### config.mk
export PLATFORM = sky130hd
export DESIGN_NAME = fire_control
export DESIGN_NICKNAME = d
export VERILOG_FILES = /design/src/rtl/fire_ctrl_pkg.sv /design/src/rtl/rr_arbiter.sv /design/src/rtl/fire_control.sv
export SDC_FILE = /design/constraint.sdc
export NUM_CORES = 1
export LEC_CHECK = 0
export CAP_MARGIN = 10
export CORE_ASPECT_RATIO = 1.2
export CORE_MARGIN = 4
export CORE_UTILIZATION = 35
export DETAILED_ROUTE_END_ITERATION = 8
export GPL_ROUTABILITY_DRIVEN = 0
export SYNTH_ARGS = -nofsm -noshare
export SYNTH_HDL_FRONTEND = slang
export SYNTH_SLANG_ARGS = --single-unit
### constraint.sdc
create_clock -name clk -period 2 [get_ports clk]
set_input_delay 0.2 -clock clk [delete_from_list [all_inputs] [get_ports clk]]
set_output_delay 0.2 -clock clk [all_outputs]
set_load 0.01 [all_outputs]
### src/rtl/fire_ctrl_pkg.sv
// fire_ctrl_pkg
// Shared definitions for the fire-control sequencer: FSM state encoding,
// error codes, the attack-mode selector value and a small index-width helper
// used by both the top level and the round-robin arbiter.
package fire_ctrl_pkg;

  typedef enum logic [1:0] {
    ST_IDLE     = 2'd0,
    ST_FIRE     = 2'd1,
    ST_COOLDOWN = 2'd2,
    ST_RELOAD   = 2'd3
  } fc_state_e;

  localparam logic [1:0] ERR_NONE = 2'b00;
  localparam logic [1:0] ERR_MODE = 2'b01;
  localparam logic [1:0] ERR_AMMO = 2'b10;

  localparam logic [3:0] ATTACK_MODE = 4'b0010;

  // Width of a station index; kept at least 1 so a single-station build still
  // has a legal vector.
  function automatic int idx_w(input int n);
    return (n > 1) ? $clog2(n) : 1;
  endfunction

endpackage

### src/rtl/rr_arbiter.sv
// rr_arbiter
// Purely combinational round-robin arbiter. The search begins at the station
// after the last winner (ptr + 1 mod NREQ) and wraps around, so the last
// winner has the lowest priority.
// Ports:
//   req     - per-station request vector
//   ptr     - index of the most recently granted station
//   onehot  - one-hot winner (all zero when no request)
//   idx     - binary index of the winner (0 when no request)
//   any     - at least one request is present
module rr_arbiter
  import fire_ctrl_pkg::*;
#(
  parameter int NREQ = 4
) (
  input  logic [NREQ-1:0]        req,
  input  logic [idx_w(NREQ)-1:0] ptr,
  output logic [NREQ-1:0]        onehot,
  output logic [idx_w(NREQ)-1:0] idx,
  output logic                   any
);

  localparam int IW = idx_w(NREQ);

  logic [IW-1:0] cand_s;
  logic          hit_s;
  logic          found_s;

  // Rotating priority scan: the first requesting station after ptr wins.
  always_comb begin
    onehot  = '0;
    idx     = '0;
    found_s = 1'b0;
    cand_s  = '0;
    hit_s   = 1'b0;
    for (int i = 1; i <= NREQ; i++) begin
      cand_s         = IW'((int'(ptr) + i) % NREQ);
      hit_s          = ~found_s & req[cand_s];
      onehot[cand_s] = hit_s;
      idx            = hit_s ? cand_s : idx;
      found_s        = found_s | hit_s;
    end
  end

  assign any = |req;

endmodule

### src/rtl/fire_control.sv
// fire_control
// Fire-control sequencer sharing one magazine among NREQ stations. Arbitrates
// fire requests round-robin, deducts rounds per shot, enforces a cooldown
// after every shot and sequences timed reloads. Fire attempts outside attack
// mode or with insufficient ammo produce a one-cycle error pulse.
// Ports:
//   clk, rst       - clock (rising edge), asynchronous active-high reset
//   mode_selector  - ship mode, ATTACK_MODE enables firing
//   req            - per-station level fire requests
//   cost           - rounds consumed per shot
//   reload_req     - reload request (level or pulse)
//   reload_amt     - rounds added per reload
//   grant          - one-hot shot grant, one-cycle pulse
//   ammo           - current magazine count
//   busy           - sequencer not idle
//   reloading      - sequencer in reload
//   error/err_code - one-cycle error pulse with its cause
module fire_control
  import fire_ctrl_pkg::*;
#(
  parameter int W          = 9,
  parameter int NREQ       = 4,
  parameter int COOLDOWN   = 3,
  parameter int RELOAD_CYC = 8
) (
  input  logic            clk,
  input  logic            rst,
  input  logic [3:0]      mode_selector,
  input  logic [NREQ-1:0] req,
  input  logic [W-1:0]    cost,
  input  logic            reload_req,
  input  logic [W-1:0]    reload_amt,
  output logic [NREQ-1:0] grant,
  output logic [W-1:0]    ammo,
  output logic            busy,
  output logic            reloading,
  output logic            error,
  output logic [1:0]      err_code
);

  localparam int IW      = idx_w(NREQ);
  localparam int CNT_MAX = (COOLDOWN > RELOAD_CYC) ? COOLDOWN : RELOAD_CYC;
  localparam int CNT_W   = $clog2(CNT_MAX + 1);
  // Last count value of each timed phase (cooldown value unused when 0).
  localparam logic [CNT_W-1:0] CD_LAST = CNT_W'((COOLDOWN > 0) ? COOLDOWN - 1 : 0);
  localparam logic [CNT_W-1:0] RL_LAST = CNT_W'(RELOAD_CYC - 1);

  fc_state_e        state_r,  state_nx_s;
  logic [CNT_W-1:0] cnt_r,    cnt_nx_s;
  logic [W-1:0]     ammo_r,   ammo_nx_s;
  logic [W-1:0]     amt_r,    amt_nx_s;
  logic [IW-1:0]    ptr_r,    ptr_nx_s;
  logic             pend_r,   pend_nx_s;
  logic [NREQ-1:0]  grant_r,  grant_nx_s;
  logic             error_r,  error_nx_s;
  logic [1:0]       code_r,   code_nx_s;
  logic             busy_r;
  logic             reloading_r;

  logic [NREQ-1:0]  win_onehot_s;
  logic [IW-1:0]    win_idx_s;
  logic             any_req_s;
  logic [W:0]       reload_sum_s;

  rr_arbiter #(
    .NREQ (NREQ)
  ) u_arb (
    .req    (req),
    .ptr    (ptr_r),
    .onehot (win_onehot_s),
    .idx    (win_idx_s),
    .any    (any_req_s)
  );

  // One extra bit so the reload sum can be saturated instead of wrapping.
  assign reload_sum_s = {1'b0, ammo_r} + {1'b0, amt_r};

  // Next-state and next-output computation for the sequencer.
  always_comb begin
    state_nx_s = state_r;
    cnt_nx_s   = cnt_r;
    ammo_nx_s  = ammo_r;
    amt_nx_s   = amt_r;
    ptr_nx_s   = ptr_r;
    pend_nx_s  = pend_r;
    grant_nx_s = '0;
    error_nx_s = 1'b0;
    code_nx_s  = ERR_NONE;
    case (state_r)
      ST_IDLE: begin
        if (reload_req || pend_r) begin
          // Reload wins over any fire request in the same cycle.
          state_nx_s = ST_RELOAD;
          amt_nx_s   = reload_amt;
          pend_nx_s  = 1'b0;
          cnt_nx_s   = '0;
        end else if (any_req_s && (mode_selector != ATTACK_MODE)) begin
          error_nx_s = 1'b1;
          code_nx_s  = ERR_MODE;
        end else if (any_req_s && (cost != '0) && (ammo_r >= cost)) begin
          state_nx_s = ST_FIRE;
          grant_nx_s = win_onehot_s;
          ptr_nx_s   = win_idx_s;
          ammo_nx_s  = ammo_r - cost;
        end else if (any_req_s) begin
          // Zero cost is treated as an unserviceable shot, same as short ammo.
          error_nx_s = 1'b1;
          code_nx_s  = ERR_AMMO;
        end else begin
          state_nx_s = ST_IDLE;
        end
      end
      ST_FIRE: begin
        pend_nx_s = pend_r | reload_req;
        cnt_nx_s  = '0;
        if (COOLDOWN == 0) begin
          state_nx_s = ST_IDLE;
        end else begin
          state_nx_s = ST_COOLDOWN;
        end
      end
      ST_COOLDOWN: begin
        pend_nx_s = pend_r | reload_req;
        if (cnt_r == CD_LAST) begin
          state_nx_s = ST_IDLE;
          cnt_nx_s   = '0;
        end else begin
          cnt_nx_s = cnt_r + CNT_W'(1);
        end
      end
      ST_RELOAD: begin
        if (cnt_r == RL_LAST) begin
          state_nx_s = ST_IDLE;
          cnt_nx_s   = '0;
          ammo_nx_s  = reload_sum_s[W] ? {W{1'b1}} : reload_sum_s[W-1:0];
        end else begin
          cnt_nx_s = cnt_r + CNT_W'(1);
        end
      end
      default: begin
        state_nx_s = ST_IDLE;
        cnt_nx_s   = '0;
      end
    endcase
  end

  // State, datapath and output registers; status flags follow the next state.
  always_ff @(posedge clk or posedge rst) begin
    if (rst) begin
      state_r     <= ST_IDLE;
      cnt_r       <= '0;
      ammo_r      <= '0;
      amt_r       <= '0;
      ptr_r       <= IW'(NREQ - 1);
      pend_r      <= 1'b0;
      grant_r     <= '0;
      error_r     <= 1'b0;
      code_r      <= ERR_NONE;
      busy_r      <= 1'b0;
      reloading_r <= 1'b0;
    end else begin
      state_r     <= state_nx_s;
      cnt_r       <= cnt_nx_s;
      ammo_r      <= ammo_nx_s;
      amt_r       <= amt_nx_s;
      ptr_r       <= ptr_nx_s;
      pend_r      <= pend_nx_s;
      grant_r     <= grant_nx_s;
      error_r     <= error_nx_s;
      code_r      <= code_nx_s;
      busy_r      <= (state_nx_s != ST_IDLE);
      reloading_r <= (state_nx_s == ST_RELOAD);
    end
  end

  assign grant     = grant_r;
  assign ammo      = ammo_r;
  assign busy      = busy_r;
  assign reloading = reloading_r;
  assign error     = error_r;
  assign err_code  = code_r;

endmodule

# Word-level counts from Yosys, hierarchy flattened
# Cells that the tools add are included.
totals:
  ff_bits: 36
  in_bits: 29
  out_inout_bits: 18
op_classes:
  addsub: 7
  order_cmp: 9
  n_eq_ne: 12
  n_mux: 56
  bitwise_logic: 12
  n_reduce_logical: 19
op_table:
  columns: ["operator", "count"]
  rows:
  - ["2-to-1 mux 9 bit", 5]
  - ["2-to-1 mux 2 bit", 15]
  - ["2-to-1 mux 4 bit", 7]
  - ["case mux 9 bit (2 select lines)", 1]
  - ["case mux 4 bit (4 select lines)", 1]
  - ["2-to-1 mux 1 bit", 14]
  - ["bitwise mux 4 bit", 3]
  - ["< comparator 2 x 3 -> 1 bit (second input constant)", 4]
  - ["adder 9 x 9 -> 10 bit", 1]
  - ["inequality test 2 bit (second input constant)", 5]
  - ["greater-or-equal comparator 9 bit", 1]
  - ["nonzero test 9 bit", 1]
  - ["subtractor 9 bit", 1]
  - ["binary-select mux 1 bit (select 2 bit)", 4]
  - ["demux 1 bit (select 2 bit)", 4]
  - ["greater-or-equal comparator 2 x 1 -> 1 bit (second input constant)", 4]
  - ["case mux 2 bit (4 select lines)", 1]
  - ["logical AND 1 bit", 7]
  - ["equality test 2 bit (second input constant)", 3]
  - ["nonzero test 2 bit", 3]
  - ["NOT 1 bit", 5]
  - ["AND reduction 5 bit", 1]
  - ["adder 2 x 1 -> 2 bit (second input constant)", 2]
  - ["adder 2 bit (second input constant)", 2]
  - ["other kinds (15)", 20]

# Longest topological paths before layout
depth:
  depth_word: 16
  mapped_depth: 9
  ltp_nobuf: 9

# Hierarchy
# From an unflattened synthesis, not the netlist that was laid out.
hier_totals:
  hier_cells: 333
  area_unflattened_um2: 3138.0
modules_own_cells:
  columns: ["mod", "n_inst", "cells_per_inst", "area_each_um2"]
  rows:
  - ["fire_control", 1, 260, 2519.9]
  - ["rr_arbiter", 1, 73, 618.1]

# Least setup slack after synthesis
# No wires, ideal clock.
synth_timing:
  path_kind: "flip-flop to flip-flop"
  start: "reg ammo_r[3] (netlist: ammo[3])"
  end: "reg ammo_r[8] (netlist: ammo[8])"
  setup_ns: 0.125
  arrival_time_ns: 2.128
  required_time_ns: 1.875
  setup_slack_ns: -0.253
  stages_incl_launch_ff: 8
  n_path_buf: 0
  path_cell_list: "dfrtp_1 > ha_1 > a21o_1 > a21oi_1 > a21oi_1 > o21ai_4 > o2bb2ai_4 > mux2_4"
synth_between:
  elab_chain_cells: 5
  word_cells_on_any_way: 12
  classes_between: "2 x add/sub; 1 x order compare; 1 x eq/ne; 6 x mux; 2 x reduce/logical"
synth_lines:
  columns: ["item", "line_no", "rtl"]
  rows:
  - ["start: declaration", "fire_control.sv:50", "logic [W-1:0] ammo_r, ammo_nx_s;"]
  - ["start signal: assignment", "fire_control.sv:164", "ammo_r <= ammo_nx_s;"]
  - ["subtractor 9 bit", "fire_control.sv:104", "ammo_nx_s = ammo_r - cost;"]
  - ["2-to-1 mux 9 bit", "fire_control.sv:100", "end else if (any_req_s && (cost != '0) && (ammo_r >= cost)) begin"]
  - ["2-to-1 mux 9 bit", "fire_control.sv:97", "end else if (any_req_s && (mode_selector != ATTACK_MODE)) begin"]
  - ["2-to-1 mux 9 bit", "fire_control.sv:91", "if (reload_req || pend_r) begin"]
  - ["case mux 9 bit (2 select lines)", "fire_control.sv:89", "case (state_r)"]
# Parallel ways exist; a longest one is shown, timed or not. The select of a mux whose other input is x is not followed.
# A chain may end at the register's enable or synchronous reset.

# Final worst setup path
layout_timing:
  start: "reg ammo_r[0] (netlist: ammo[0])"
  end: "reg ammo_r[6] (netlist: ammo[6])"
# The elaborated chain is that of the path after synthesis.

==> results.cfg <==
[grt]
grt_pass1_wl_um = 13880
antenna_found_initial = 0
grt_use_total = 0.1707
grt_pass1_vias = 2984
grt_max_degree = 37
grt.overflow.total = 0

[sta]
worstMarginPinSlew_ns = 0.4877
max-slew-margin-rel = 0.6745
timing.fmax_ghz = 0.4470
slew_violations = 0
hold_violations = 0
fin_ws_ns = -0.2370
timing.hold.ws_ns = 0.3188
skew_ns = 0.006641
rsz0062_at_grt = true
setup_viol = 17
period_minus_slack_ns = 2.237
finalCritPeriodShare = 1.119
tns_ns = -2.120

[finish]
syn2layout_area_growth_pct = 60.11
postLayoutCoreUtil = 0.5813
drive_gt1_frac = 0.4083
antennaDiodeCount = 0
fin_area_mm2 = 0.004766
fin_nets = 517

[floorplan]
rows = 36
dieArea_mm2 = 0.01005
die_h_um = 109.0
ios = 47
start_util = 0.3631
fp.dieW_um = 92.19
core_area_mm2 = 0.008198

[critical_path]
cp-start-kind = register
crit_start = ammo[0]
slowest_delay_ns = 0.39
crit_chain = ha_2 > inv_2 > fa_2 > nor2b_2 > o31a_1 > o211ai_1 > nor4_2 > a21oi_1 > mux2_4
critPathSlowestCell = dfrtp_1
path_class = reg -> reg
reg2regPathDepth = 9
reg2reg_slack_ns = -0.24
timing.rr.end = ammo[6]
critPathCapture = ammo[6]
cp.required_ns = 2.18
r2r-start = ammo[0]
cp-end-kind = register
path_max_fanout = 3
arrival_ns = 2.41

[yosys]
syn_inst = 321
synth_cell_types = 64
ys_warn_count = 0
avgSynthCellArea_um2 = 9.273
synth.yosys.seq_area_share = 0.3035
async_reset_ff_frac = 1.000
synth-seq-cells = 36
synth-edff-count = 0
synth_flop_cell = dfrtp_1
syn_nets = 381
netlist_area_mm2 = 0.002977

[routing]
drtIter0Drc = 92
num_vias = 2938
drt-vias-per-instance = 5.136
finalWirelength_um = 8460
ant_nets = 0
route.detailed.drc = 0
drt_pre_antenna_iters = 4
routedWlPerCell_um = 14.79

[power_and_ir_drop]
peakVddDrop_mv = 0.7360
p_leak_uw = 0.002075
power_per_cell_area_mw_per_mm2 = 1623
p_total_uw = 7733

[clocking]
clock_sinks = 36
numCtsBuffers = 5
clock_path_buffers = 2
cts_tree = done
h-tree-depth = 2
clockRootBuffer = clkbuf_8
path_clk_slew_ns = 0.08
clkLatencyLatePin_ns = 0.29

[hold_path]
hp-class = in -> async

[flow_run]
drv_cap = 0

[placement]
hpwl_um = 6346
dpl_cell_area_mm2 = 0.004289
io_buffers = 46

[status]
status = finished with violations
failed_checks = setup timing
-- power breakdown --
part / leakage (uW) / internal, uW / switching (uW)
Clock: 0.0000515 / 315 / 268
Sequential: 0.000436 / 1020 / 295
Combinational: 0.00159 / 3160 / 2670
-- cell families after synthesis --
| family | synth area share |
|---|---|
| xor gates and xnor gates | 0.02354 |
| muxes | 0.1005 |
| AOI/OAI and AO/OA | 0.2350 |
| and+or+nand+nor | 0.1551 |
| adders and majority gates | 0.1354 |
| DFF | 0.3035 |
| buffers and inverters | 0.04708 |
-- cells in the final DEF (no fill, tap or decap), types with 8 or more instances in the layout --
cell and instances:
dfrtp_1 30, a21oi_2 10, mux2_2 10, ha_4 11, buf_4 80, clkdlybuf4s50_1 46, a21o_1 8, ha_1 14
nor2_1 22, inv_1 29, o21ai_0 14, nand2_1 20, mux2_4 8, a21oi_1 13
-- worst min path at each step --
| stage | startpoint | to | slack [ns] | depth (start not counted) |
|---|---|---|---|---|
| 2_1_floorplan | reload_req | pend_r | 0.35 | 2 |
| 3_3_place_gp | amt_r[0] | amt_r[0] | 0.50 | 1 |
| 3_5_place_dp | amt_r[3] | amt_r[3] | 0.51 | 1 |
| 4_1_cts | rst | pend_r | 0.34 | 3 |
| 5_1_grt | rst | state_r[1] | 0.36 | 3 |
| 6_report | rst | pend_r | 0.32 | 3 |
-- cells in the mapped netlist (3+ instances only) --
cell type / n / share of area
nor3_1: 4 / 0.0067
nor4_1: 3 / 0.0063
nor2b_1: 5 / 0.011
a31oi_1: 8 / 0.017
o211ai_1: 6 / 0.015
clkbuf_1: 3 / 0.0038
o211a_1: 3 / 0.010
a21o_1: 8 / 0.020
mux2_4: 8 / 0.040
dfrtp_1: 34 / 0.29
and4_1: 3 / 0.0088
a21oi_1: 26 / 0.044
mux2_2: 10 / 0.038
nor2_1: 23 / 0.029
xor2_1: 3 / 0.0088
nand3_1: 6 / 0.010
mux2i_1: 4 / 0.013
ha_1: 29 / 0.12
o21ai_1: 3 / 0.0050
o21ai_0: 17 / 0.029
xnor2_1: 5 / 0.015
nand2b_1: 5 / 0.011
o31ai_1: 4 / 0.010
inv_1: 31 / 0.039
nand2_1: 21 / 0.026
-- metal layers --
| layer | global-route usage | vias up | part of all wire |
|---|---|---|---|
| met5 | 0 | - | 0 |
| met4 | 0.03185 | 0 | 0.011 |
| met3 | 0.03382 | 11 | 0.043 |
| met2 | 0.3299 | 59 | 0.55 |
| met1 | 0.1953 | 1403 | 0.40 |
| li1 | - | 1465 | - |
-- repair_timing --
| item | CTS | global route |
|---|---|---|
| cloned | 1 | 0 |
| hold buffers | 0 | 0 |
| setup buffers | 7 | 2 |
| endpoints found under the setup margin | 19 | 20 |
| resized for setup | 24 | 37 |
| endpoints found under the hold margin | 0 | 0 |
| pin swaps | 14 | 19 |
-- state kept, by name, summed over array words and instances, names as in the netlist --
register and count:
ammo 9, amt_r 9, cnt_r 4, grant 4, err_code 2, ptr_r 2
state_r 2, busy 1, error 1, pend_r 1, reloading 1
-- through the flow --
| step | setup WS (ns) | std cells |
|---|---|---|
| after floorplan | -0.1366 | 321 |
| after global placement | -0.3835 | 554 |
| after detailed placement | -0.4278 | 554 |
| after CTS | -0.2325 | 570 |
| after global routing | -0.3096 | 572 |
| final | -0.2370 | 572 |
-- area by class of cell --
class | instances | area, um^2
repair buffers | 133 | 1140
fillers | 728 | 3432
flip-flops and latches | 36 | 908.4
clock buffers | 8 | 100.1
inverters | 31 | 116.4
multi-input cells | 250 | 2359
well taps | 114 | 142.6
-- critical path: cells and delay by family, from the launching register on --
| kind | cells | cell delay, ns |
|---|---|---|
| muxes | 1 | 0.27 |
| DFF | 1 | 0.39 |
| adders and majority gates | 2 | 0.57 |
| and+or+nand+nor | 2 | 0.43 |
| buffers and inverters | 1 | 0.04 |
| AOI/OAI and AO/OA | 3 | 0.43 |
Power figures use the tool's default switching activity.
